**config.mk**
```make
export PLATFORM = sky130hd
export DESIGN_NAME = alu_arbiter
export DESIGN_NICKNAME = d
export VERILOG_FILES = /design/src/rtl/alu_arbiter.sv
export SDC_FILE = /design/constraint.sdc
export NUM_CORES = 1
export LEC_CHECK = 0
export ABC_CLOCK_PERIOD_IN_PS = 2060
export BUFFER_PORTS_ARGS = -buffer_cell sky130_fd_sc_hd__buf_2
export CAP_MARGIN = 20
export CORE_MARGIN = 2
export CORE_UTILIZATION = 40
export CTS_CLUSTER_SIZE = 30
export DETAILED_ROUTE_END_ITERATION = 10
export GPL_TIMING_DRIVEN = 0
export PLACE_DENSITY = 0.81
export SETUP_SLACK_MARGIN = 0.02
export SYNTH_ARGS = -nofsm -noshare
export SYNTH_HDL_FRONTEND = slang
export SYNTH_SLANG_ARGS = --single-unit
```
**constraint.sdc**
```tcl
create_clock -name clk -period 2.06 [get_ports clk]
set_clock_uncertainty 0.1 [all_clocks]
set_input_delay 0.412 -clock clk [delete_from_list [all_inputs] [get_ports clk]]
set_output_delay 0.412 -clock clk [all_outputs]
set_load 0.02 [all_outputs]
```
**src/rtl/alu_arbiter.sv**
```systemverilog
// Two-requester round-robin front end for one shared combinational ALU.
// It accepts one operation at a time, waits out its EXEC latency and holds the response until the consumer takes it.
module alu_arbiter #(
  parameter int MD_LAT = 4
) (
  input  logic        clk,
  input  logic        rst_n,
  input  logic        req0_valid,
  input  logic [31:0] req0_op1,
  input  logic [31:0] req0_op2,
  input  logic [2:0]  req0_sel,
  output logic        req0_ready,
  input  logic        req1_valid,
  input  logic [31:0] req1_op1,
  input  logic [31:0] req1_op2,
  input  logic [2:0]  req1_sel,
  output logic        req1_ready,
  output logic [31:0] alu_op1,
  output logic [31:0] alu_op2,
  output logic [2:0]  alu_sel,
  input  logic [31:0] alu_result,
  output logic        rsp_valid,
  output logic        rsp_id,
  output logic [31:0] rsp_result,
  output logic        rsp_zero,
  output logic        rsp_divz,
  input  logic        rsp_ready
);

  typedef enum logic [1:0] {
    IDLE = 2'b00,
    EXEC = 2'b01,
    RESP = 2'b10
  } state_t;

  localparam logic [3:0] MD_CNT = 4'(MD_LAT - 1);

  function automatic logic is_md_op(input logic [2:0] sel);
    return (sel == 3'b011) || (sel == 3'b100);
  endfunction

  function automatic logic is_divz(input logic [2:0] sel, input logic [31:0] op2);
    return (sel == 3'b100) && (op2 == 32'd0);
  endfunction

  state_t      state_r, state_s;
  logic        last_r;
  logic [3:0]  cnt_r;
  logic [31:0] op1_r, op2_r;
  logic [2:0]  sel_r;
  logic        id_r;
  logic [31:0] res_r;
  logic        zero_r, divz_r;

  logic        grant_id_s;
  logic        take_s;
  logic        last_exec_s;
  logic        divz_s;
  logic [31:0] res_s;
  logic [31:0] g_op1_s, g_op2_s;
  logic [2:0]  g_sel_s;

  // Arbitration: the requester not served last wins a tie; ready is suppressed while in reset.
  always_comb begin
    grant_id_s = 1'b0;
    if (req0_valid && req1_valid) begin
      grant_id_s = ~last_r;
    end else if (req1_valid) begin
      grant_id_s = 1'b1;
    end else begin
      grant_id_s = 1'b0;
    end
    take_s     = (state_r == IDLE) && (req0_valid || req1_valid) && rst_n;
    req0_ready = take_s && !grant_id_s;
    req1_ready = take_s && grant_id_s;
    g_op1_s    = grant_id_s ? req1_op1 : req0_op1;
    g_op2_s    = grant_id_s ? req1_op2 : req0_op2;
    g_sel_s    = grant_id_s ? req1_sel : req0_sel;
  end

  // Result shaping: a divide by zero is forced to zero regardless of what the ALU returns.
  always_comb begin
    last_exec_s = (state_r == EXEC) && (cnt_r == 4'd0);
    divz_s      = is_divz(sel_r, op2_r);
    if (divz_s) begin
      res_s = 32'd0;
    end else begin
      res_s = alu_result;
    end
  end

  // Next-state logic.
  always_comb begin
    state_s = state_r;
    case (state_r)
      IDLE: begin
        if (take_s) state_s = EXEC;
        else        state_s = IDLE;
      end
      EXEC: begin
        if (cnt_r == 4'd0) state_s = RESP;
        else               state_s = EXEC;
      end
      RESP: begin
        if (rsp_ready) state_s = IDLE;
        else           state_s = RESP;
      end
      default: state_s = IDLE;
    endcase
  end

  // State register, operation capture, latency counter and response capture.
  always_ff @(posedge clk or negedge rst_n) begin
    if (!rst_n) begin
      state_r <= IDLE;
      last_r  <= 1'b1;
      cnt_r   <= 4'd0;
      op1_r   <= 32'd0;
      op2_r   <= 32'd0;
      sel_r   <= 3'd0;
      id_r    <= 1'b0;
      res_r   <= 32'd0;
      zero_r  <= 1'b0;
      divz_r  <= 1'b0;
    end else begin
      state_r <= state_s;
      if (take_s) begin
        op1_r  <= g_op1_s;
        op2_r  <= g_op2_s;
        sel_r  <= g_sel_s;
        id_r   <= grant_id_s;
        last_r <= grant_id_s;
        cnt_r  <= is_md_op(g_sel_s) ? MD_CNT : 4'd0;
      end else if ((state_r == EXEC) && (cnt_r != 4'd0)) begin
        cnt_r <= cnt_r - 4'd1;
      end
      if (last_exec_s) begin
        res_r  <= res_s;
        zero_r <= (res_s == 32'd0);
        divz_r <= divz_s;
      end
    end
  end

  assign alu_op1    = op1_r;
  assign alu_op2    = op2_r;
  assign alu_sel    = sel_r;
  assign rsp_valid  = (state_r == RESP);
  assign rsp_id     = id_r;
  assign rsp_result = res_r;
  assign rsp_zero   = zero_r;
  assign rsp_divz   = divz_r;

endmodule

```
; ---- Word level (Yosys, flattened, before mapping)
; Index checks and enable logic that the tools add are counted.
[totals]
reg_bits = 109
out_inout_bits = 105
in_bits = 171
[classes]
reduce_logical = 17
bitwise_logic = 1
n_addsub = 1
eq_ne = 5
mux = 13
[op_table]
columns = cell, count
row1 = $mux W32, 3
row2 = $logic_not A32 Y1, 2
row3 = $logic_and A1 B1 Y1, 8
row4 = $mux W4, 2
row5 = $eq A3 B3 Y1 const B, 2
row6 = $mux W2, 3
row7 = $pmux W2 S3, 1
row8 = $logic_not A4 Y1, 1
row9 = $reduce_bool A4 Y1, 1
row10 = $sub A4 B1 Y4 const B, 1
row11 = $eq A3 B2 Y1 const B, 1
row12 = $mux W1, 3
row13 = $mux W3, 1
row14 = $eq A2 B1 Y1 const B, 1
row15 = $eq A2 B2 Y1 const B, 1
row16 = $logic_not A2 Y1, 1
row17 = $logic_or A1 B1 Y1, 2
row18 = $reduce_bool A2 Y1, 1
row19 = $logic_not A1 Y1, 1
row20 = $not A1 Y1, 1

; ---- Logic depth before layout (Yosys ltp)
[logic_depth]
depth_word = 7
depth_mapped = 7
ltp_nobuf = 6

; ---- Worst setup path after synthesis
; OpenSTA, ideal clock, no wires.
[synth_path]
kind = register to register
from = reg cnt_r[0]
to = reg cnt_r[1]
t_arrival_ps = 1655
period_less_slack_ps = 1838
path_stages_with_launch = 7
setup_slack_ps = 222
path_cell_list = dfrtp_1 -> inv_1 -> ha_1 -> or3b_2 -> nand2_1 -> mux2_2 -> o21ai_0
[synth_between]
elab_chain_len = 3
[synth_lines]
columns = element, line_no
row1 = from (decl), 48  ; logic [3:0] cnt_r;
row2 = from (signal assigned), 133  ; cnt_r <= is_md_op(g_sel_s) ? MD_CNT : 4'd0;
row3 = from (signal assigned), 135  ; cnt_r <= cnt_r - 4'd1;
row4 = $sub A4 B1 Y4 / $reduce_bool A4 Y1 (equally long branches), "135, 134"
row5 = $mux W4 / $logic_and A1 B1 Y1 (equally long branches), 134  ; end else if ((state_r == EXEC) && (cnt_r != 4'd0)) begin
row6 = $mux W4 / $reduce_bool A2 Y1 (equally long branches), --
; Parallel ways exist; a longest one is shown, timed or not. The select of a mux whose other input is x is not followed.
; A chain may end at the register's enable or synchronous reset.

; ---- Worst setup path in the final report
[layout_path]
from = reg last_r
to = out req1_ready
[layout_between]
elab_chain_len = 3
[layout_lines]
columns = element, line_no
row1 = from (decl), 47  ; logic last_r;
row2 = from (signal assigned), 132  ; last_r <= grant_id_s;
row3 = $not A1 Y1, 67  ; grant_id_s = ~last_r;
row4 = $mux W1, 66  ; if (req0_valid && req1_valid) begin
row5 = $logic_and A1 B1 Y1, 75  ; req1_ready = take_s && grant_id_s;
row6 = to (decl), 17  ; output logic req1_ready,
; Every way passes these cells.

==> metrics <==
CTS root buffer=clkbuf_16; Hold Slack=approximately 0.0085 ns; effective utilization at floorplan=0.412; register area share after synthesis=0.550; worst rel slew slack=0.643; die extent in x=around 120 um; Cell Pwr Density=approximately 1500 mW/mm^2; via-per-instance ratio=about 5.1; via count=approximately 5.3k; TNS Setup=0 ns; CTS tree=built; maximum vdd drop=between 0.7 and 0.8 mV; footprint of the multi-input gates=just over 0.002 mm^2; share of cells above drive strength 1=0.392; final period utilization=0.948; Hold Crit Class=input pin to async pin; NumNets Final=about 1.1k; initial antenna violation count=0; final wirelength=~17000 um; P_leak=around 3.6 nW; clock buffer depth=2; Layout fillers=about 1.1k; distinct cell type count after synthesis=35; Mapped Area=0.00497 mm^2; leading cell types in the layout, fill and taps excluded=buf_2 (283), nand2_1 (203), dfrtp_1 (108), nor2_1 (71), a31oi_1 (67); RSZ-0062 raised after global routing=true; final setup fails=0; outcome=completed; Die Ht=~120 um; max frequency=between 0.5 and 0.6 GHz; EDFF count, synth=0; DRT antenna net count=0; # IOs=276; crit path time final=between 1.5 and 2 ns; H-tree levels=3; num rows=40; vias in the first global route=between 5k and 6k; critical path arrival=about 1.4 ns; core area=between 0.01 and 0.015 mm^2; Worst setup EP type=primary output; gr usage total=0.251; synth-to-layout area growth=43.4%; Tot Pwr=10.7 mW; clock sinks=about 110; worst-margin pin slew=0.536 ns; First-pass DRT Iterations=4; Final Hold Vio Count=0; commonest non-fill, non-tap cell in the layout=buf_2; global-route wire length before repair=approximately 26000 um; initial DRC count=around 350; ANT cells=0; CTS clock-pin slew for the worst setup and hold paths=around 0.06 ns; synthesis-stage register bit count=around 110; Post-synth top flop=dfrtp_1; RD Place Congestion=about 0.8; Synth Instances=579; Avg Inst Size Synth=8.58 um^2; WL per Instance=16.1 um; Async S/R FF share, synth=1.00; Remaining Overflow, GRT=0; CP Launch Type=register; die area=around 0.013 mm^2; WS Path Type=register to primary output; largest net degree at the start of global routing=42; Max FO, Critical Path=5; Max-Cap Viols=0; required time worst endpoint=about 1.6 ns; worst skew pair latency=roughly 0.34 ns; post-layout util=0.590; syn nets=between 700 and 800; fin. max-slew vios=0; Synth Warn #=0; post-DP HPWL=13100 um; drt drc=0; PortBufs=275; clock buffer count from CTS=9; FF/Latch Area=roughly 0.0027 mm^2
## final timing paths
kind / startpoint / end / slack, ns / depth (start not counted)
max: last_r / req1_ready / 0.11 / 5
min: rst_n / alu_op1[14] / 0.008 / 3
max reg2reg: alu_op2[30] / rsp_result[17] / 0.14 / 5
min reg2reg: rsp_result[29] / rsp_result[29] / 0.37 / 2
max in group asynchronous: rst_n / alu_op2[30] / 1.63 / 2
min in group clk: rsp_ready / state_r[1] / 0.16 / 2
## where the power goes
part,switching (mW),total [mW],leakage (nW),internal [mW]
combinational,3.23,5.07,2.17,1.84
clock,0.725,1.69,0.139,0.962
sequential,0.732,3.96,1.26,3.22
## repair_timing
item / 4_1_cts / 5_1_grt
setup buffers: 3 / 7
pin swaps: 4 / 7
hold endpoints to repair: 41 / 0
gates resized for setup: 14 / 10
hold buffers: 3 / 0
gates cloned: 1 / 0
endpoints found under the setup margin: 103 / 18
## layout make-up
| cell class | count | area share |
|---|---|---|
| Multi-Input combinational cell | 428 | 0.292 |
| Sequential cell | 109 | 0.383 |
| Timing Repair Buffer | 290 | 0.224 |
| Buffer | 39 | 0.0302 |
| Clock inverter | 2 | 0.00492 |
| Tap cell | 168 | 0.0295 |
| Inverter | 3 | 0.00158 |
| Clock buffer | 12 | 0.0346 |
## worst max-delay path: stages, from the launching register on
cell     delay, ns
dfstp_2       0.57
nand2_1       0.10
nand2_4       0.10
buf_8         0.11
nor2_1        0.06
buf_4         0.17
## sequential cells by signal, summed over array words and instances (netlist names)
signal	count
rsp_id	1
rsp_zero	1
rsp_result	32
alu_op2	32
state_r	2
last_r	1
alu_sel	3
cnt_r	4
rsp_divz	1
alu_op1	32
## synth_stat cells (2+ instances only)
cell type / number / area (um^2)
nand2_1: 205 / 769
dfrtp_1: 108 / 2700
nor2_1: 73 / 274
a31oi_1: 67 / 419
clkbuf_1: 20 / 75.1
o21ai_0: 16 / 80.1
nor4_1: 15 / 93.8
buf_2: 12 / 60.1
o21ai_1: 10 / 50.1
o21ai_2: 10 / 87.6
nand3_1: 4 / 20.0
buf_4: 3 / 22.5
buf_6: 3 / 33.8
inv_1: 3 / 11.3
nand2b_1: 3 / 18.8
nand4_1: 3 / 18.8
a21o_1: 2 / 15.0
mux2_2: 2 / 22.5
nor3_1: 2 / 10.0
o211ai_1: 2 / 15.0
xor2_1: 2 / 17.5
## metrics by stage
step | std cells | instance area (um^2) | setup slack, ns
2_1_floorplan | 579 | 4970 | 0.222
3_3_place_gp | 1022 | 6550 | -1.94
3_5_place_dp | 1023 | 6580 | -0.745
4_1_cts | 1044 | 7040 | 0.0257
5_1_grt | 1051 | 7120 | 0.000510
6_report | 1051 | 7120 | 0.108
## layer usage
metal / GRT usage / part of all wire / up-vias
li1: - / - / 2557
met2: 0.451 / 0.50 / 229
met4: 0.0956 / 0.027 / 0
met3: 0.0617 / 0.079 / 32
met1: 0.289 / 0.39 / 2497
met5: 0 / 0 / -
## cells by family (layout without fill, tap and decap cells)
| logic type | Yosys count | count (layout) | synth area share |
|---|---|---|---|
| xor+xnor | 3 | 3 | 0.00529 |
| flops | 109 | 109 | 0.550 |
| simple gates | 310 | 310 | 0.253 |
| buf+inv | 42 | 346 | 0.0416 |
| fa+ha+maj | 1 | 1 | 0.00252 |
| mux | 2 | 2 | 0.00453 |
| compound gates | 112 | 112 | 0.143 |
No activity file was read; power rests on OpenSTA's default activity.
